$ cat config.mk
export PLATFORM = sky130hd
export DESIGN_NAME = hazard_scoreboard_flat
export DESIGN_NICKNAME = d
export VERILOG_FILES = /design/src/rtl/hazard_scoreboard_pkg.sv /design/src/rtl/hazard_scoreboard_if.sv /design/src/rtl/hazard_stage_entry.sv /design/src/rtl/hazard_scoreboard.sv /design/src/flat_wrapper.sv
export SDC_FILE = /design/constraint.sdc
export NUM_CORES = 1
export LEC_CHECK = 0
export BUFFER_PORTS_ARGS = -buffer_cell sky130_fd_sc_hd__buf_2
export CAP_MARGIN = 15
export CORE_MARGIN = 5
export CORE_UTILIZATION = 49
export CTS_CLUSTER_SIZE = 24
export DETAILED_ROUTE_END_ITERATION = 7
export PLACE_DENSITY = 0.72
export SETUP_SLACK_MARGIN = 0.4
export SLEW_MARGIN = 20
export SYNTH_ARGS = -nofsm -noshare
export SYNTH_HDL_FRONTEND = slang
export SYNTH_SLANG_ARGS = --single-unit
$ cat constraint.sdc
create_clock -name clk -period 1.8 [get_ports clk]
set_clock_uncertainty 0.05 [all_clocks]
set_input_delay 0.36 -clock clk [delete_from_list [all_inputs] [get_ports clk]]
set_output_delay 0.36 -clock clk [all_outputs]
set_load 0.05 [all_outputs]
$ cat src/rtl/hazard_scoreboard_pkg.sv
// Shared definitions for the D/E forwarding scoreboard: widths, stage indices,
// forwarding-mux select codes and the "operand not read" Tuse value.
package hazard_scoreboard_pkg;

    localparam int DEF_REG_AW = 5;
    localparam int DEF_TW     = 2;

    // Stage-entry layout: one A3/Tnew entry per stage, newest (E) at index 0
    localparam int NUM_STAGES = 3;
    localparam int STG_E      = 0;
    localparam int STG_M      = 1;
    localparam int STG_W      = 2;

    localparam int NUM_OPS    = 2;
    localparam int OP_RS      = 0;
    localparam int OP_RT      = 1;

    typedef enum logic [2:0] {
        ODATA  = 3'b000,
        EDATA  = 3'b001,
        MDATA  = 3'b010,
        WDATA  = 3'b011,
        WWDATA = 3'b100
    } fwd_sel_e;

    // All-ones Tuse marks an operand the D instruction never reads
    function automatic int tuse_none(input int tw);
        return (1 << tw) - 1;
    endfunction

endpackage

$ cat src/rtl/hazard_scoreboard_if.sv
// Decode-side bundle between the pipeline and the hazard scoreboard: D-stage
// operand/destination info in, stall and forwarding selects out.
interface hazard_scoreboard_if #(
    parameter int REG_AW = hazard_scoreboard_pkg::DEF_REG_AW,
    parameter int TW     = hazard_scoreboard_pkg::DEF_TW
);
    import hazard_scoreboard_pkg::*;

    logic [REG_AW-1:0] D_rs;
    logic [REG_AW-1:0] D_rt;
    logic [TW-1:0]     D_Tuse_rs;
    logic [TW-1:0]     D_Tuse_rt;
    logic [REG_AW-1:0] D_A3;
    logic [TW-1:0]     D_Tnew;
    logic              flush_E;

    logic              stall;
    logic [2:0]        s_D_rs_data;
    logic [2:0]        s_D_rt_data;
    logic [2:0]        s_E_rs_data;
    logic [2:0]        s_E_rt_data;

    modport master (
        output D_rs, D_rt, D_Tuse_rs, D_Tuse_rt, D_A3, D_Tnew, flush_E,
        input  stall, s_D_rs_data, s_D_rt_data, s_E_rs_data, s_E_rt_data
    );

    modport slave (
        input  D_rs, D_rt, D_Tuse_rs, D_Tuse_rt, D_A3, D_Tnew, flush_E,
        output stall, s_D_rs_data, s_D_rt_data, s_E_rs_data, s_E_rt_data
    );

endinterface

$ cat src/rtl/hazard_stage_entry.sv
// One pipeline stage's destination-register / Tnew entry. The E entry loads
// from D (or a bubble), M decrements with saturation, W is always ready.
module hazard_stage_entry
    import hazard_scoreboard_pkg::*;
#(
    parameter int AW = DEF_REG_AW,
    parameter int TW = DEF_TW
) (
    input  logic          clk,
    input  logic          reset,
    input  logic          i_bubble,
    input  logic          i_decrement,
    input  logic          i_force_ready,
    input  logic [AW-1:0] i_a3,
    input  logic [TW-1:0] i_tnew,
    output logic [AW-1:0] o_a3,
    output logic [TW-1:0] o_tnew
);

    logic [AW-1:0] r_a3;
    logic [TW-1:0] r_tnew;
    logic [TW-1:0] w_tnew_next;

    always_comb begin
        w_tnew_next = i_tnew;
        if (i_force_ready) begin
            w_tnew_next = '0;
        end else if (i_decrement) begin
            w_tnew_next = (i_tnew == '0) ? '0 : i_tnew - 1'b1;
        end
    end

    always_ff @(posedge clk) begin
        if (reset || i_bubble) begin
            r_a3   <= '0;
            r_tnew <= '0;
        end else begin
            r_a3   <= i_a3;
            r_tnew <= w_tnew_next;
        end
    end

    assign o_a3   = r_a3;
    assign o_tnew = r_tnew;

endmodule

$ cat src/rtl/hazard_scoreboard.sv
// Hazard scoreboard for the D/E forwarding path: tracks E/M/W producers and
// drives the stall plus the D- and E-stage forwarding mux selects.
module hazard_scoreboard
    import hazard_scoreboard_pkg::*;
#(
    parameter int REG_AW = DEF_REG_AW,
    parameter int TW     = DEF_TW
) (
    input  logic               clk,
    input  logic               reset,
    hazard_scoreboard_if.slave bus
);

    localparam logic [TW-1:0] TUSE_NONE = TW'(tuse_none(TW));

    logic [REG_AW-1:0] w_a3   [NUM_STAGES];
    logic [TW-1:0]     w_tnew [NUM_STAGES];
    logic [REG_AW-1:0] w_dsrc [NUM_OPS];
    logic [TW-1:0]     w_dtuse[NUM_OPS];
    logic              w_stall;
    logic              w_bubble;

    function automatic logic f_match(input logic [REG_AW-1:0] a3,
                                     input logic [REG_AW-1:0] r);
        return (a3 == r) && (r != '0);
    endfunction

    assign w_dsrc[OP_RS]  = bus.D_rs;
    assign w_dsrc[OP_RT]  = bus.D_rt;
    assign w_dtuse[OP_RS] = bus.D_Tuse_rs;
    assign w_dtuse[OP_RT] = bus.D_Tuse_rt;

    // A stalled D instruction and an external flush both collapse to one bubble
    assign w_bubble = w_stall | bus.flush_E;

    for (genvar gi = 0; gi < NUM_STAGES; gi++) begin : g_stage
        logic [REG_AW-1:0] w_in_a3;
        logic [TW-1:0]     w_in_tnew;

        if (gi == STG_E) begin : g_from_d
            assign w_in_a3   = bus.D_A3;
            assign w_in_tnew = bus.D_Tnew;
        end else begin : g_from_prev
            assign w_in_a3   = w_a3[gi-1];
            assign w_in_tnew = w_tnew[gi-1];
        end

        hazard_stage_entry #(
            .AW (REG_AW),
            .TW (TW)
        ) u_entry (
            .clk           (clk),
            .reset         (reset),
            .i_bubble      ((gi == STG_E) ? w_bubble : 1'b0),
            .i_decrement   (gi == STG_M),
            .i_force_ready (gi == STG_W),
            .i_a3          (w_in_a3),
            .i_tnew        (w_in_tnew),
            .o_a3          (w_a3[gi]),
            .o_tnew        (w_tnew[gi])
        );
    end

    for (genvar gi = 0; gi < NUM_OPS; gi++) begin : g_op
        logic [REG_AW-1:0] r_e_src;
        logic              w_op_stall;
        fwd_sel_e          w_d_sel;
        fwd_sel_e          w_e_sel;

        always_ff @(posedge clk) begin
            if (reset || w_bubble) begin
                r_e_src <= '0;
            end else begin
                r_e_src <= w_dsrc[gi];
            end
        end

        // Stall when any in-flight producer of this operand is later than its use
        always_comb begin
            w_op_stall = 1'b0;
            for (int s = 0; s < NUM_STAGES; s++) begin
                if (f_match(w_a3[s], w_dsrc[gi]) && (w_tnew[s] > w_dtuse[gi])) begin
                    w_op_stall = 1'b1;
                end
            end
            if (w_dtuse[gi] == TUSE_NONE) begin
                w_op_stall = 1'b0;
            end
        end

        // Newest matching producer owns the operand, even when not yet ready
        always_comb begin
            w_d_sel = ODATA;
            if (f_match(w_a3[STG_E], w_dsrc[gi])) begin
                if (w_tnew[STG_E] == '0) begin
                    w_d_sel = EDATA;
                end
            end else if (f_match(w_a3[STG_M], w_dsrc[gi])) begin
                if (w_tnew[STG_M] == '0) begin
                    w_d_sel = MDATA;
                end
            end else if (f_match(w_a3[STG_W], w_dsrc[gi])) begin
                w_d_sel = WWDATA;
            end
        end

        always_comb begin
            w_e_sel = ODATA;
            if (f_match(w_a3[STG_M], r_e_src) && (w_tnew[STG_M] == '0)) begin
                w_e_sel = MDATA;
            end else if (f_match(w_a3[STG_W], r_e_src)) begin
                w_e_sel = WDATA;
            end
        end
    end

    assign w_stall         = g_op[OP_RS].w_op_stall | g_op[OP_RT].w_op_stall;
    assign bus.stall       = w_stall;
    assign bus.s_D_rs_data = g_op[OP_RS].w_d_sel;
    assign bus.s_D_rt_data = g_op[OP_RT].w_d_sel;
    assign bus.s_E_rs_data = g_op[OP_RS].w_e_sel;
    assign bus.s_E_rt_data = g_op[OP_RT].w_e_sel;

endmodule

$ cat src/flat_wrapper.sv
// flat-port wrapper written by rule: the top's interface ports become plain ports
module hazard_scoreboard_flat import hazard_scoreboard_pkg::*;
#(
    parameter int REG_AW = DEF_REG_AW,
    parameter int TW     = DEF_TW
)
  (clk, reset, bus_D_rs, bus_D_rt, bus_D_Tuse_rs, bus_D_Tuse_rt, bus_D_A3, bus_D_Tnew, bus_flush_E, bus_stall, bus_s_D_rs_data, bus_s_D_rt_data, bus_s_E_rs_data, bus_s_E_rt_data);
  hazard_scoreboard_if #(.REG_AW(REG_AW), .TW(TW)) bus_i ();
  input  logic clk;
  input  logic reset;
  input wire logic [$bits(bus_i.D_rs)-1:0] bus_D_rs;
  input wire logic [$bits(bus_i.D_rt)-1:0] bus_D_rt;
  input wire logic [$bits(bus_i.D_Tuse_rs)-1:0] bus_D_Tuse_rs;
  input wire logic [$bits(bus_i.D_Tuse_rt)-1:0] bus_D_Tuse_rt;
  input wire logic [$bits(bus_i.D_A3)-1:0] bus_D_A3;
  input wire logic [$bits(bus_i.D_Tnew)-1:0] bus_D_Tnew;
  input wire logic [$bits(bus_i.flush_E)-1:0] bus_flush_E;
  output wire logic [$bits(bus_i.stall)-1:0] bus_stall;
  output wire logic [$bits(bus_i.s_D_rs_data)-1:0] bus_s_D_rs_data;
  output wire logic [$bits(bus_i.s_D_rt_data)-1:0] bus_s_D_rt_data;
  output wire logic [$bits(bus_i.s_E_rs_data)-1:0] bus_s_E_rs_data;
  output wire logic [$bits(bus_i.s_E_rt_data)-1:0] bus_s_E_rt_data;
  assign bus_i.D_rs = bus_D_rs;
  assign bus_i.D_rt = bus_D_rt;
  assign bus_i.D_Tuse_rs = bus_D_Tuse_rs;
  assign bus_i.D_Tuse_rt = bus_D_Tuse_rt;
  assign bus_i.D_A3 = bus_D_A3;
  assign bus_i.D_Tnew = bus_D_Tnew;
  assign bus_i.flush_E = bus_flush_E;
  assign bus_stall = bus_i.stall;
  assign bus_s_D_rs_data = bus_i.s_D_rs_data;
  assign bus_s_D_rt_data = bus_i.s_D_rt_data;
  assign bus_s_E_rs_data = bus_i.s_E_rs_data;
  assign bus_s_E_rt_data = bus_i.s_E_rt_data;
  hazard_scoreboard #(.REG_AW(REG_AW), .TW(TW)) u_core (.clk(clk), .reset(reset), .bus(bus_i));
endmodule
# Yosys cells after proc, flatten, opt, wreduce, memory -nomap -nowiden
# Cells that the tools add are included.
classes:
  order_cmp: 6
  n_addsub: 1
  bitwise: 2
  n_reduce_logical: 26
  eq_ne: 12
  n_mux: 20
ops:
  columns: ["op", "n"]
  rows:
  - ["$eq A5 B5 Y1", 10]
  - ["$mux W3", 8]
  - ["$reduce_bool A5 Y1", 4]
  - ["$logic_and A1 B1 Y1", 18]
  - ["$mux W1", 9]
  - ["$gt A2 B2 Y1", 4]
  - ["$mux W2", 3]
  - ["$eq A2 B2 Y1 const B", 2]
  - ["$gt A1 B2 Y1 const A", 2]
  - ["$logic_not A2 Y1", 2]
  - ["$or A1 B1 Y1", 2]
  - ["$reduce_or A2 Y1", 1]
  - ["$sub A2 B1 Y2 const B", 1]
  - ["$logic_or A1 B1 Y1", 1]
word_totals:
  out_inout_bits: 13
  regBits: 29
  inputBits: 24
  word_cells: 74

# Depth between registers and ports, before layout
# Gate-level depths: netlist (run 1).
logic_depth:
  word_depth: 10
  ltp_mapped: 8
  depth_no_buf: 7

# Cells and area by module
# A second synthesis (run 1) with hierarchy kept.
unflattened:
  hier_cells: 237
  area_unflattened_um2: 2078.2
by_module_without_submodules:
  columns: ["mod", "seq_area_each_um2", "n_inst", "area_each_um2", "cells_per_inst"]
  rows:
  - ["hazard_scoreboard", 200.2, 1, 1413.9, 183]
  - ["hazard_stage_entry", 140.1, 3, 221.5, 18]

# Worst setup path after synthesis (run 1)
# No wires, ideal clock.
synth_path:
  kind: "input to output"
  start: "input bus_D_rs[1]"
  end: "output bus_s_D_rs_data[1]"
  required_ns: 1.390
  path_stages: 4
  arrival_time_ns: 2.665
  slack_ns: -1.275
  path_buffers: 0
  cell_sequence: "or4_4 nor2_1 nor3_1 nor4_1"
synth_between:
  elab_chain_cells: 4
  word_cells_on_any_way: 7
  cone_classes: "eq/ne: 2; mux: 2; reduce/logical: 3"
synth_lines:
  columns: ["item", "line_no", "rtl"]
  rows:
  - ["from (decl)", "flat_wrapper.sv:11", "input wire logic [$bits(bus_i.D_rs)-1:0] bus_D_rs;"]
  - ["$eq A5 B5 Y1 or $reduce_bool A5 Y1 (tied branches)", "hazard_scoreboard.sv:25", "return (a3 == r) && (r != '0);"]
  - ["$logic_and A1 B1 Y1", "hazard_scoreboard.sv:25", null]
  - ["$mux W3", "hazard_scoreboard.sv:98", "end else if (f_match(w_a3[STG_M], w_dsrc[gi])) begin"]
  - ["$mux W3 *", "hazard_scoreboard.sv:94", "if (f_match(w_a3[STG_E], w_dsrc[gi])) begin"]
  - ["to (decl)", "flat_wrapper.sv:19", "output wire logic [$bits(bus_i.s_D_rs_data)-1:0] bus_s_D_rs_data;"]
# Mark *: on every way between the ends. The rest lies on a longest branch, timed or not.

# Worst setup path after layout (run 1)
layout_path:
  start: "input bus_D_rs[1]"
  end: "output bus_stall"
layout_between:
  elab_chain_cells: 8
  word_cells_on_any_way: 15
  cone_classes: "eq/ne: 3; mux: 4; bitwise: 1; reduce/logical: 7"
layout_lines:
  columns: ["item", "line_no", "rtl"]
  rows:
  - ["$eq A5 B5 Y1 or $reduce_bool A5 Y1 (tied branches)", "hazard_scoreboard.sv:25", null]
  - ["$logic_and A1 B1 Y1", "hazard_scoreboard.sv:25", null]
  - ["$logic_and A1 B1 Y1", "hazard_scoreboard.sv:82", "if (f_match(w_a3[s], w_dsrc[gi]) && (w_tnew[s] > w_dtuse[gi])) begin"]
  - ["$mux W1 (2 in a row)", "hazard_scoreboard.sv:82", null]
  - ["$mux W1 *", "hazard_scoreboard.sv:82", null]
  - ["$mux W1 *", "hazard_scoreboard.sv:86", "if (w_dtuse[gi] == TUSE_NONE) begin"]
  - ["$or A1 B1 Y1 *", "hazard_scoreboard.sv:117", "assign w_stall = g_op[OP_RS].w_op_stall | g_op[OP_RT].w_op_stall;"]
  - ["to (decl)", "flat_wrapper.sv:18", "output wire logic [$bits(bus_i.stall)-1:0] bus_stall;"]
# Marked as above.

==> results by group, run 1 <==
Setup path
  • Slack of the worst reg-to-reg path: -0.32 ns
  • Worst setup path startpoint: bus_D_rs[1]
  • Capture instance of the worst register-to-register path: u_core.g_op[0].r_e_src[0]$_SDFF_PP0_
  • Largest driver fanout on the critical path: 2
  • Critical Path Slowest Stage Cell: or4_4
  • Critical Path Sink Type: output port
  • Critical path, cell by cell: buf_6 > or4_4 > nor2_4 > nor4_2 > buf_4 > a2111o_2 > buf_8
  • Depth of the worst register-to-register path: 8
  • Start-to-end type of the worst setup path: primary input to output port
  • Critical Path Sink: bus_stall
  • Required @ worst endpoint: 1.39 ns
  • Maximum cell stage delay along the critical path: 0.58 ns
  • Category of the worst setup path launch point: primary input
  • Data arrival time of the worst path: 1.98 ns
  • Beginning of the worst register-to-register path: u_core.g_stage[1].u_entry.o_tnew[1]$_SDFF_PP0_

Job
  • Max Cap Viol: 0

Synthesis
  • EDFF count, synth: 0
  • Most area-hungry cell type in the Yosys netlist: dfxtp_1
  • Syn. warnings: 0
  • Sequential fraction of the synthesis area: 32.2%
  • Share of the synthesized area in the top cell type: 32.2%
  • Distinct cell type count after synthesis: 30
  • Top_reg_cell synth: dfxtp_1
  • Gate count after technology mapping: 196
  • Ys async rst share: 0%
  • Leading cell types by count after synthesis: xnor2_1 (38), dfxtp_1 (29), and2_1 (19)
  • Synth Register Bits: 29
  • Leading post-synthesis cells by cell area: dfxtp_1 (32%), xnor2_1 (18%), and2_1 (6.6%)
  • Syn Area/Cell: 9.21 um^2
  • Netlist area before placement: 0.00181 mm^2
  • Most numerous cell in the Yosys netlist: xnor2_1

Outcome
  • Outcome: complete, but fails checks
  • Failing checks: setup timing

Cells and area
  • Utilization after layout: 89.8%
  • Multi-input logic area: 0.00169 mm^2
  • Final cell count without fillers: 335
  • Proportion of layout cells with a drive suffix above 1: 67.6%
  • Finished layout cell area: 0.00324 mm^2
  • Footprint of the flip-flops and latches: 613 um^2
  • Synth-to-layout area growth: 79.3%
  • Number of filler instances in the final layout: 133
  • Number of nets in the final layout: 319
  • Diode insertion count for antenna repair: 0

Floorplan
  • Area enclosed by the die boundary: 0.00500 mm^2
  • Height of the chip: 70.7 um
  • Placeable core area: 0.00361 mm^2
  • Initial cell density of the core: 50.1%
  • Row count: 22
  • Horiz. Die Dim: 70.7 um
  • I/O pin count: 37

Timing
  • Post-route worst hold slack: 0.230 ns
  • Final hold violation count: 0
  • PnR worst setup slack: -0.588 ns
  • Final setup TNS: -9.28 ns
  • Minimum clock period: 2.39 ns
  • Maximum clock rate: 419 MHz
  • Post-route clock period utilization: 133%
  • Count of final max-slew check failures: 0
  • Final setup violating endpoints: 28
  • Setup repair after global routing missed its margin: true

Clock tree
  • Number of sinks handled by clock tree synthesis: 29
  • Clock tree from TritonCTS: built
  • Skew-Pair Late Insertion Delay: 0.29 ns
  • Clock slew at reported path FFs: 0.06 ns
  • Number of buffers on the longest clock path: 2
  • Clock root buffer: clkbuf_8
  • Cts bufs inserted: 5
  • Quantity of hold-fixing buffers added after cts: 0
  • CTS H-tree lvls: 2

Hold path
  • Worst min-delay path category: primary input to flop

Power
  • Part of the power in registers: 36.2%
  • Worst-case vdd ir drop: 0.518 mV
  • Comb power frac: 36.6%
  • NetSw: 655 uW
  • Clk pwr share: 27.3%
  • Power density of the placed cells: 595 mW/mm^2
  • Switching Share: 34.0%
  • Leakage power summed over all cells: 1.35 nW
  • Int Power: 1.27 mW

GRT
  • Overflow left after global routing: 0
  • Overall fraction of global-route tracks in use: 23.5%
  • Wire length of the first global-routing pass: 9.12 mm
  • Vias in the first global route: 1,952
  • Antenna violations before repair: 0
  • Maximum number of pins on one net before global-route repair: 13

Route
  • Routed len/inst: 22.6 um
  • Number of iterations in the first detailed-routing pass: 4
  • Number of remaining DRC errors: 0
  • Drt total wl: 7.57 mm
  • Via/cell ratio: 5.67
  • Via count: 1,900
  • Number of violations reported at the end of detailed-routing iteration 0: 101
  • Count of nets left with antenna violations after detail routing: 0

Placed design
  • Count of input and output buffers: 34
  • Last weighted congestion value of the routability-driven placer: 0.800
  • DPL Wire Length: 3.82 mm
  • Post-detailed-placement cell area: 0.00251 mm^2
  • Placed instance count: 320
[cell usage in the layout (no fill, tap or decap), types with 4 or more instances in the layout]
master     n
and2_1    11
or4_4      4
ha_4       4
dfxtp_4    4
buf_6     22
clkbuf_8   5
nor2b_1   12
dfxtp_1   11
ha_1       5
buf_2     21
nand3_1    4
nor2_4     4
xnor2_1   19
and2_4     8
dfxtp_2   14
xor2_1    12
nor4_4     6
nor3_4     5
buf_8      4
buf_4     45
xnor2_2   16
inv_1      4
[layout make-up]
cell class                 instances  area share, %
clock inverter                     2          0.309
multi-input combinational        151           52.2
inverter                           6          0.696
tap                               48           1.85
sequential                        29           18.9
clock buffer                       6           2.24
timing repair buffer              93           23.8
[cells by family after synthesis]
logic type	synth area share, %
xor gates and xnor gates	24.3
and+or+nand+nor	25.5
buffers and inverters	4.37
other	0.208
AOI/OAI and AO/OA	7.28
DFF	32.2
adders and majority gates	6.24
[metrics by stage]
stage | setup WS, ns | power (mW)
finish | -0.588 | 1.93
global route | -0.615 | 2.00
CTS | -0.505 | 1.79
detailed placement | -0.553 | 1.19
global placement | -0.525 | 1.18
floorplan | -0.399 | 1.02
[state kept, by name, indices dropped and copies added, names as in the netlist]
register and cells:
u_core.g_stage.u_entry.o_a3 15, u_core.g_stage.u_entry.o_tnew 4, u_core.g_op.r_e_src 10
[worst max-delay path: cells and delay by family]
family,cells,cell delay (ns)
compound gates,1,0.42
simple gates,3,0.79
buf+inv,3,0.39
[timing repair]
item | CTS | global route
gates resized for setup | 83 | 49
gates cloned | 1 | 0
pin swaps | 37 | 32
buffers inserted | 3 | 3
endpoints found under the setup margin | 28 | 28
[worst min-delay path by stage]
| stage | startpoint | to | slack [ns] | cells past startpoint |
|---|---|---|---|---|
| 2_1_floorplan | u_core.g_stage[0].u_entry.o_tnew[0]$_SDFF_PP0_ | u_core.g_stage[1].u_entry.o_tnew[0]$_SDFF_PP0_ | 0.35 | 1 |
| 6_report | bus_D_Tnew[1] | u_core.g_stage[0].u_entry.o_tnew[1]$_SDFF_PP0_ | 0.23 | 2 |
| 3_5_place_dp | u_core.g_stage[0].u_entry.o_tnew[0]$_SDFF_PP0_ | u_core.g_stage[1].u_entry.o_tnew[0]$_SDFF_PP0_ | 0.39 | 1 |
| 3_3_place_gp | u_core.g_stage[0].u_entry.o_tnew[0]$_SDFF_PP0_ | u_core.g_stage[1].u_entry.o_tnew[0]$_SDFF_PP0_ | 0.36 | 1 |
| 4_1_cts | bus_D_A3[4] | u_core.g_stage[0].u_entry.o_a3[4]$_SDFF_PP0_ | 0.23 | 2 |
| 5_1_grt | bus_D_A3[4] | u_core.g_stage[0].u_entry.o_a3[4]$_SDFF_PP0_ | 0.23 | 2 |
[layer usage]
metal / GRT usage (%) / share of wire (%) / vias to the layer above
met5: 0 / 0 / -
met4: 14.2 / 6.4 / 0
met3: 4.97 / 6.3 / 45
met2: 42.5 / 53 / 94
met1: 24.6 / 34 / 921
li1: - / - / 840
[power groups by stage]
stage,sequential [mW],clock [mW],combinational [mW]
finish,0.697,0.526,0.705
global route,0.699,0.562,0.736
floorplan,0.698,0,0.322
CTS,0.694,0.509,0.586
global placement,0.703,0,0.474
detailed placement,0.703,0,0.487
No activity file was read; power rests on OpenSTA's default activity.
==> run 2, diff against run 1 <==
--- a/config.mk
+++ b/config.mk
@@ -9,4 +9,6 @@
 export CAP_MARGIN = 15
+export CORE_ASPECT_RATIO = 0.8
 export CORE_MARGIN = 5
 export CORE_UTILIZATION = 49
+export CTS_BUF_LIST = sky130_fd_sc_hd__clkbuf_4 sky130_fd_sc_hd__clkbuf_8 sky130_fd_sc_hd__clkbuf_16
 export CTS_CLUSTER_SIZE = 24
==> constraint.sdc (replaced) <==
create_clock -name clk -period 1.8 [get_ports clk]
set_clock_uncertainty 0.05 [all_clocks]
set_input_delay 0.27 -clock clk [delete_from_list [all_inputs] [get_ports clk]]
set_output_delay 0.27 -clock clk [all_outputs]
set_load 0.05 [all_outputs]
==> run 2 against run 1 <==
- the flow now stops in 5_1_grt
- synthesized cell count did not move
- synthesized area did not move
==> results by group, run 2 <==
Synthesis
  • Syn Area/Cell: 9.21 um^2
  • Simple-Gate Fraction of Synth Area: 25.5%
  • Syn. warnings: 0
  • Share of the synthesized area in the top cell type: 32.2%
  • EDFF count, synth: 0
  • Most numerous cell in the Yosys netlist: xnor2_1
  • Arithmetic-cell share of the synthesized area counting full adders, half adders and majority gates: 6.24%
  • Mux share of post-synthesis cell area: 0%
  • Leading post-synthesis cells by cell area: dfxtp_1 (32%), xnor2_1 (18%), and2_1 (6.6%)
  • Post-synthesis compound-gate area fraction: 7.28%
  • Most area-hungry cell type in the Yosys netlist: dfxtp_1
  • Leading cell types by count after synthesis: xnor2_1 (38), dfxtp_1 (29), and2_1 (19)
  • Netlist area before placement: 0.00181 mm^2
  • Xor and xnor fraction of the mapped netlist area: 24.3%
  • Ys async rst share: 0%
  • Top_reg_cell synth: dfxtp_1
  • Sequential fraction of the synthesis area: 32.2%
  • Synth Register Bits: 29
  • Gate count after technology mapping: 196
  • Distinct cell type count after synthesis: 30
  • Combinational family with the most area after synthesis: simple AND/OR/NAND/NOR gates

Floorplan
  • Height of the chip: 64.3 um
  • Horiz. Die Dim: 77.9 um
  • Initial cell density of the core: 51.7%
  • I/O pin count: 37
  • Row count: 19

Placed design
  • DPL Wire Length: 4.34 mm
  • Setup Slack @ Placement: -0.456 ns
  • Count of input and output buffers: 34
  • Last weighted congestion value of the routability-driven placer: 0.840

Clock tree
  • Clock root buffer: clkbuf_8
  • Quantity of hold-fixing buffers added after cts: 0
  • Number of sinks handled by clock tree synthesis: 29
  • Cts bufs inserted: 5
  • Number of buffers on the longest clock path: 2
  • CTS H-tree lvls: 2

GRT
  • Maximum number of pins on one net before global-route repair: 13

Timing
  • GRT worst endpoint: bus_stall
  • Classification of the worst endpoint: primary output

Outcome
  • Fail Step: 5_1_grt
  • First error in the log: [ERROR DPL-0038] Utilization greater than 100%, impossible to legalize
  • Outcome: stopped before the end
run 2: cell counts after synthesis:
No cell type changed its count.
run 2: what timing repair did:
| action | in CTS |
|---|---|
| gates resized for setup | 93 |
| pin swaps | 30 |
| buffers inserted | 3 |
| setup endpoints to repair | 28 |
| cloned | 1 |
run 2: logic make-up after synthesis:
group	Yosys count
and+or+nand+nor	77
xor gates and xnor gates	50
DFF	29
buffers and inverters	17
AOI/OAI and AO/OA	13
adders and majority gates	9
other	1
run 2: stage by stage:
stage	instances	utilization [%]	cell area (um^2)
global placement	314	72.4	2530
detailed placement	314	72.4	2530
CTS	326	86.9	3040
floorplan	197	-	1950
==> run 3, diff against run 2 <==
Settings changed: CORE_ASPECT_RATIO 0.8 to not set, CORE_UTILIZATION 49 to 40, CTS_BUF_LIST sky130_fd_sc_hd__clkbuf_4 sky130_fd_sc_hd__clkbuf_8 sky130_fd_sc_hd__clkbuf_16 to not set, CTS_CLUSTER_SIZE 24 to not set, PLACE_DENSITY 0.72 to not set, PLACE_DENSITY_LB_ADDON set to 0.15, SETUP_SLACK_MARGIN 0.4 to not set.
Clock period 1.8 ns to 2.35 ns, I/O delays scaled along.
==> run 3 against run 2 <==
- the run now ends clean
==> results by group, run 3 (synthesized netlist as in run 1, its figures left out) <==
Floorplan
  • Placeable core area: 0.00435 mm^2
  • Initial cell density of the core: 41.5%
  • I/O pin count: 37
  • Horiz. Die Dim: 77.2 um
  • Row count: 24
  • Area enclosed by the die boundary: 0.00596 mm^2
  • Height of the chip: 77.2 um

Clock tree
  • Quantity of hold-fixing buffers added after cts: 0
  • Clock root buffer: clkbuf_8
  • Cts bufs inserted: 5
  • CTS H-tree lvls: 2
  • Clock slew at reported path FFs: 0.06 ns
  • Number of sinks handled by clock tree synthesis: 29
  • Number of buffers on the longest clock path: 2
  • Skew-Pair Late Insertion Delay: 0.27 ns
  • Clock tree from TritonCTS: built

Setup path
  • Depth of the worst register-to-register path: 9
  • Critical Path Sink Type: output port
  • Start-to-end type of the worst setup path: flop to output port
  • Capture instance of the worst register-to-register path: u_core.g_op[0].r_e_src[2]$_SDFF_PP0_
  • Critical Path Slowest Stage Cell: dfxtp_2
  • Critical path, cell by cell: ha_1 > nor2b_1 > o21ai_0 > buf_4 > nor4_2 > a2111o_1 > buf_6
  • Largest driver fanout on the critical path: 3
  • Beginning of the worst register-to-register path: u_core.g_stage[0].u_entry.o_tnew[0]$_SDFF_PP0_
  • Required @ worst endpoint: 1.95 ns
  • Worst setup path startpoint: u_core.g_stage[0].u_entry.o_tnew[1]$_SDFF_PP0_
  • Slack of the worst reg-to-reg path: 0.30 ns
  • Data arrival time of the worst path: 1.87 ns
  • Critical Path Sink: bus_stall
  • Category of the worst setup path launch point: flop
  • Maximum cell stage delay along the critical path: 0.33 ns

GRT
  • Maximum number of pins on one net before global-route repair: 14
  • Vias in the first global route: 1,454
  • Global-route track usage on met2: 24.2%
  • Overall fraction of global-route tracks in use: 15.3%
  • Global routing usage on met3: 4.68%
  • Wire length of the first global-routing pass: 7.22 mm
  • Antenna violations before repair: 0
  • Layer carrying the most global-route usage: met2
  • Overflow left after global routing: 0
  • Fraction of met1 tracks used by global routing: 19.7%

Route
  • Number of violations reported at the end of detailed-routing iteration 0: 34
  • Number of remaining DRC errors: 0
  • Number of iterations in the first detailed-routing pass: 4
  • Routed len/inst: 14.4 um
  • Via count: 1,439
  • Count of nets left with antenna violations after detail routing: 0
  • Via/cell ratio: 4.81
  • Drt total wl: 4.30 mm

Timing
  • Minimum clock period: 2.27 ns
  • Post-route worst hold slack: 0.221 ns
  • Final setup violating endpoints: 0
  • PnR worst setup slack: 0.0770 ns
  • Setup repair after global routing missed its margin: true
  • Post-route clock period utilization: 96.7%
  • Final hold violation count: 0
  • Count of final max-slew check failures: 0
  • Final setup TNS: 0 ns
  • Maximum clock rate: 440 MHz

Cells and area
  • Final cell count without fillers: 299
  • Number of filler instances in the final layout: 410
  • Footprint of the flip-flops and latches: 582 um^2
  • Number of nets in the final layout: 280
  • Highest-count cells in the layout ignoring fill and taps: xnor2_1 (38), buf_2 (33), dfxtp_1 (28), buf_4 (20), and2_1 (19)
  • Proportion of layout cells with a drive suffix above 1: 32.4%
  • Synth-to-layout area growth: 27.1%
  • Multi-input logic area: 0.00121 mm^2
  • Diode insertion count for antenna repair: 0
  • Most common cell after layout, fill and taps aside: xnor2_1
  • Number of flip-flops under the largest register name: 15

Power
  • Worst-case vdd ir drop: 0.401 mV
  • Power density of the placed cells: 542 mW/mm^2
  • Total design power: 1.24 mW
  • Leakage power summed over all cells: 0.982 nW

Outcome
  • Outcome: finished clean

Placed design
  • Count of input and output buffers: 34
  • Setup Slack @ Placement: -0.0821 ns
  • Last weighted congestion value of the routability-driven placer: 0.837
  • Placed instance count: 291
  • DPL Wire Length: 3.50 mm

Hold path
  • Worst min-delay path category: primary input to flop

Job
  • Max Cap Viol: 0
run 3: where the power goes:
group	internal, mW	switching, mW
logic	0.132	0.174
clock network	0.232	0.174
registers	0.510	0.0231
run 3: per-layer routing:
| metal | vias up | part of all wire, % |
|---|---|---|
| met1 | 655 | 45 |
| met2 | 25 | 49 |
| met5 | - | 0 |
| met4 | 0 | 1.1 |
| li1 | 753 | - |
| met3 | 6 | 4.5 |
run 3: worst min-delay path by stage:
stage,startpoint,end,cells past startpoint
after floorplan,u_core.g_stage[0].u_entry.o_tnew[0]$_SDFF_PP0_,u_core.g_stage[1].u_entry.o_tnew[0]$_SDFF_PP0_,1
after CTS,bus_D_A3[4],u_core.g_stage[0].u_entry.o_a3[4]$_SDFF_PP0_,2
after global placement,u_core.g_stage[0].u_entry.o_tnew[0]$_SDFF_PP0_,u_core.g_stage[1].u_entry.o_tnew[0]$_SDFF_PP0_,1
after detailed placement,u_core.g_stage[0].u_entry.o_tnew[0]$_SDFF_PP0_,u_core.g_stage[1].u_entry.o_tnew[0]$_SDFF_PP0_,1
after global routing,bus_D_A3[3],u_core.g_stage[0].u_entry.o_a3[3]$_SDFF_PP0_,2
final,bus_D_A3[1],u_core.g_stage[0].u_entry.o_a3[1]$_SDFF_PP0_,2
run 3: through the flow:
stage	area [um^2]	util, %
floorplan	1830	-
global placement	2150	49.5
detailed placement	2150	49.5
CTS	2260	52.0
global route	2290	52.7
finish	2290	52.7
run 3: cell type report:
| class | count | share of cell area (%) |
|---|---|---|
| Multi-Input combinational cell | 151 | 52.8 |
| Clock buffer | 7 | 3.76 |
| Inverter | 6 | 0.981 |
| Sequential cell | 29 | 25.4 |
| Timing Repair Buffer | 54 | 14.2 |
| Tap cell | 52 | 2.84 |
run 3: critical path: cells and delay by family (launching register included):
family	cells	cell delay [ns]
simple gates	2	0.17
compound gates	2	0.47
buf+inv	2	0.32
fa+ha+maj	1	0.29
flops	1	0.33
run 3: what timing repair did:
item | in CTS | in global routing
pin swaps | 1 | 1
endpoints found under the hold margin | 0 | 0
setup buffers | 1 | 0
endpoints found under the setup margin | 2 | 5
resized for setup | 4 | 8
==> run 4, diff against run 3 <==
Settings changed: SYNTH_HIERARCHICAL set to 1.
==> run 4 against run 3 <==
- the run now ends with setup timing left
- flip-flop and latch count increased by 2
- first-iteration DRC count increased to 3.5 times the previous value
- synthesized area increased by 15%
- die area increased by 13%
- global-route usage increased by 2.6 points
- combinational power increased by 2%
- largest power group unchanged
- worst setup slack got worse by 0.26 ns
- critical path depth unchanged
- power increased by 7.5%
- wire length increased by 26%
- synthesized cell count increased by 21%
==> results by group, run 4 <==
GRT
  • Global routing usage on met3: 3.84%
  • Overall fraction of global-route tracks in use: 17.9%
  • Fraction of met1 tracks used by global routing: 24.1%
  • Layer carrying the most global-route usage: met2
  • Maximum number of pins on one net before global-route repair: 11
  • Antenna violations before repair: 0
  • Wire length of the first global-routing pass: 8.91 mm
  • Global-route track usage on met2: 27.1%
  • Overflow left after global routing: 0
  • Vias in the first global route: 1,866

Floorplan
  • Row count: 26
  • Height of the chip: 82.1 um
  • I/O pin count: 37
  • Placeable core area: 0.00507 mm^2
  • Initial cell density of the core: 41.0%
  • Area enclosed by the die boundary: 0.00674 mm^2
  • Horiz. Die Dim: 82.1 um

Synthesis
  • Syn. warnings: 6
  • EDFF count, synth: 0
  • Synth Register Bits: 31
  • Gate count after technology mapping: 237
  • Most numerous cell in the Yosys netlist: dfxtp_1
  • Most area-hungry cell type in the Yosys netlist: dfxtp_1
  • Netlist area before placement: 0.00208 mm^2
  • Syn Area/Cell: 8.77 um^2
  • Top_reg_cell synth: dfxtp_1
  • Distinct cell type count after synthesis: 41
  • Ys async rst share: 0%
  • Sequential fraction of the synthesis area: 29.9%
  • Share of the synthesized area in the top cell type: 29.9%
  • Leading post-synthesis cells by cell area: dfxtp_1 (30%), xnor2_1 (13%), xor2_1 (8.4%)
  • Leading cell types by count after synthesis: dfxtp_1 (31), xnor2_1 (30), xor2_1 (20)

Timing
  • Count of final max-slew check failures: 0
  • Maximum clock rate: 395 MHz
  • Worst Max-Slew Pin Slew: 0.621 ns
  • Minimum clock period: 2.53 ns
  • Final hold violation count: 0
  • Relative max-transition margin: 58.4%
  • PnR worst setup slack: -0.180 ns
  • Final setup TNS: -0.222 ns
  • Final setup violating endpoints: 2
  • Post-route clock period utilization: 108%
  • Post-route worst hold slack: 0.214 ns
  • Setup repair after global routing missed its margin: true

Setup path
  • Logic depth of the worst path, buffers included: 7
  • Critical path, cell by cell: buf_2 > or4_4 > nor2_4 > nor3_1 > a211o_1 > or3b_4 > buf_8
  • Largest driver fanout on the critical path: 3
  • Critical Path Sink Type: output port
  • Data arrival time of the worst path: 2.13 ns
  • Maximum cell stage delay along the critical path: 0.58 ns
  • Critical Path Slowest Stage Cell: or4_4
  • Start-to-end type of the worst setup path: primary input to output port
  • Category of the worst setup path launch point: primary input
  • Crit path max-delay family: simple AND/OR/NAND/NOR gates
  • Required @ worst endpoint: 1.95 ns
  • Bufs and invs on worst path: 2
  • Depth of the worst register-to-register path: 10

Power
  • Worst-case vdd ir drop: 0.360 mV
  • Clk pwr share: 35.1%
  • Part of the power in registers: 41.7%
  • Switching Share: 29.9%
  • Leakage power summed over all cells: 1.26 nW
  • Int Power: 938 uW
  • NetSw: 399 uW
  • Comb power frac: 23.2%
  • Power density of the placed cells: 473 mW/mm^2

Clock tree
  • Number of buffers on the longest clock path: 2
  • Skew-Pair Late Insertion Delay: 0.29 ns
  • Clock root buffer: clkbuf_8
  • Quantity of hold-fixing buffers added after cts: 0
  • Number of sinks handled by clock tree synthesis: 31
  • Cts bufs inserted: 5
  • CTS H-tree lvls: 2
  • Clock tree from TritonCTS: built
  • Clock slew at reported path FFs: 0.06 ns

Job
  • Max Cap Viol: 0

Cells and area
  • Proportion of layout cells with a drive suffix above 1: 31.6%
  • Number of flip-flops under the largest register name: 15
  • Synth-to-layout area growth: 36.1%
  • Number of filler instances in the final layout: 466
  • Highest-count cells in the layout ignoring fill and taps: buf_4 (31), xnor2_1 (30), buf_2 (28), dfxtp_1 (28), conb_1 (21)
  • Final cell count without fillers: 383
  • Most common cell after layout, fill and taps aside: buf_4
  • Number of nets in the final layout: 348
  • Diode insertion count for antenna repair: 0

Placed design
  • Count of input and output buffers: 34
  • Last weighted congestion value of the routability-driven placer: 0.850
  • Setup Slack @ Placement: -0.268 ns
  • DPL Wire Length: 4.33 mm
  • Placed instance count: 374

Route
  • Number of remaining DRC errors: 0
  • Drt total wl: 5.43 mm
  • Number of iterations in the first detailed-routing pass: 5
  • Via/cell ratio: 4.89
  • Number of violations reported at the end of detailed-routing iteration 0: 119
  • Count of nets left with antenna violations after detail routing: 0
  • Via count: 1,874
  • Routed len/inst: 14.2 um

Hold path
  • Cell depth of the worst min-delay path: 2
  • Worst min-delay path category: primary input to flop

Outcome
  • Failing checks: setup timing
  • Outcome: complete, but fails checks
run 4: power groups by stage:
stage	Combinational (mW)	Sequential [mW]	Clock, mW
2_1_floorplan	0.208	0.564	0
3_3_place_gp	0.291	0.569	0
3_5_place_dp	0.295	0.569	0
4_1_cts	0.297	0.557	0.479
5_1_grt	0.342	0.560	0.505
6_report	0.311	0.558	0.469
run 4: final timing paths:
path	from	end	slack, ns
worst max-delay path	bus_D_rs[2]	bus_stall	-0.18
worst min-delay path	bus_D_A3[3]	u_core/g_stage[0].u_entry/o_a3[3]$_SDFF_PP0_	0.21
worst max register to register	u_core/g_stage[1].u_entry/o_tnew[0]$_SDFF_PP0_	u_core/g_stage[0].u_entry/o_tnew[1]$_SDFF_PP0_	0.01
worst min register to register	u_core/g_stage[0].u_entry/o_a3[2]$_SDFF_PP0_	u_core/g_stage[1].u_entry/o_a3[2]$_SDFF_PP0_	0.48
run 4: final cells by class:
| type | instances | area [um^2] | area share, % |
|---|---|---|---|
| clock buffer | 7 | 96.3 | 3.41 |
| multi-input combinational | 201 | 1560 | 55.2 |
| tap | 70 | 87.6 | 3.10 |
| inverter | 10 | 37.5 | 1.33 |
| sequential | 31 | 624 | 22.1 |
| clock inverter | 1 | 7.51 | 0.265 |
| timing repair buffer | 63 | 414 | 14.6 |
run 4: timing repair:
item                       CTS  global route
cloned                       0             0
setup endpoints to repair    3            14
pin swaps                    1             6
resized for setup            5            20
buffers inserted             1             0
run 4: cells by family (layout without fill, tap and decap cells):
kind of cell | Yosys count | after routing | share of synthesized area (%)
flops | 31 | 31 | 29.9
buf+inv | 24 | 81 | 4.70
simple gates | 100 | 100 | 29.1
fa+ha+maj | 12 | 12 | 7.22
xor+xnor | 50 | 50 | 21.1
other cells | 2 | 21 | 0.361
compound gates | 18 | 18 | 7.71
run 4: metal layers:
| metal | up-vias | share of wire [%] | routed length (um) |
|---|---|---|---|
| li1 | 954 | - | - |
| met1 | 842 | 47 | 2550 |
| met2 | 62 | 44 | 2370 |
| met3 | 16 | 6.7 | 363 |
| met4 | 0 | 2.7 | 146 |
| met5 | - | 0 | 0 |
run 4: metrics by stage:
stage	power (mW)	utilization (%)	area, um^2
finish	1.34	55.7	2830
CTS	1.33	54.1	2740
detailed placement	0.864	51.7	2620
global route	1.41	55.7	2830
floorplan	0.771	-	2220
global placement	0.860	51.7	2620
run 4: worst reg2reg max path, cell delays in order, from the launching register on:
cell and delay (ns):
dfxtp_1 0.34, inv_1 0.07, ha_1 0.27, a22oi_1 0.07, o21ai_1 0.10, nor4_1 0.07, a211o_1 0.32, buf_4 0.16
or4b_4 0.52, nor2_4 0.13, and4b_1 0.19
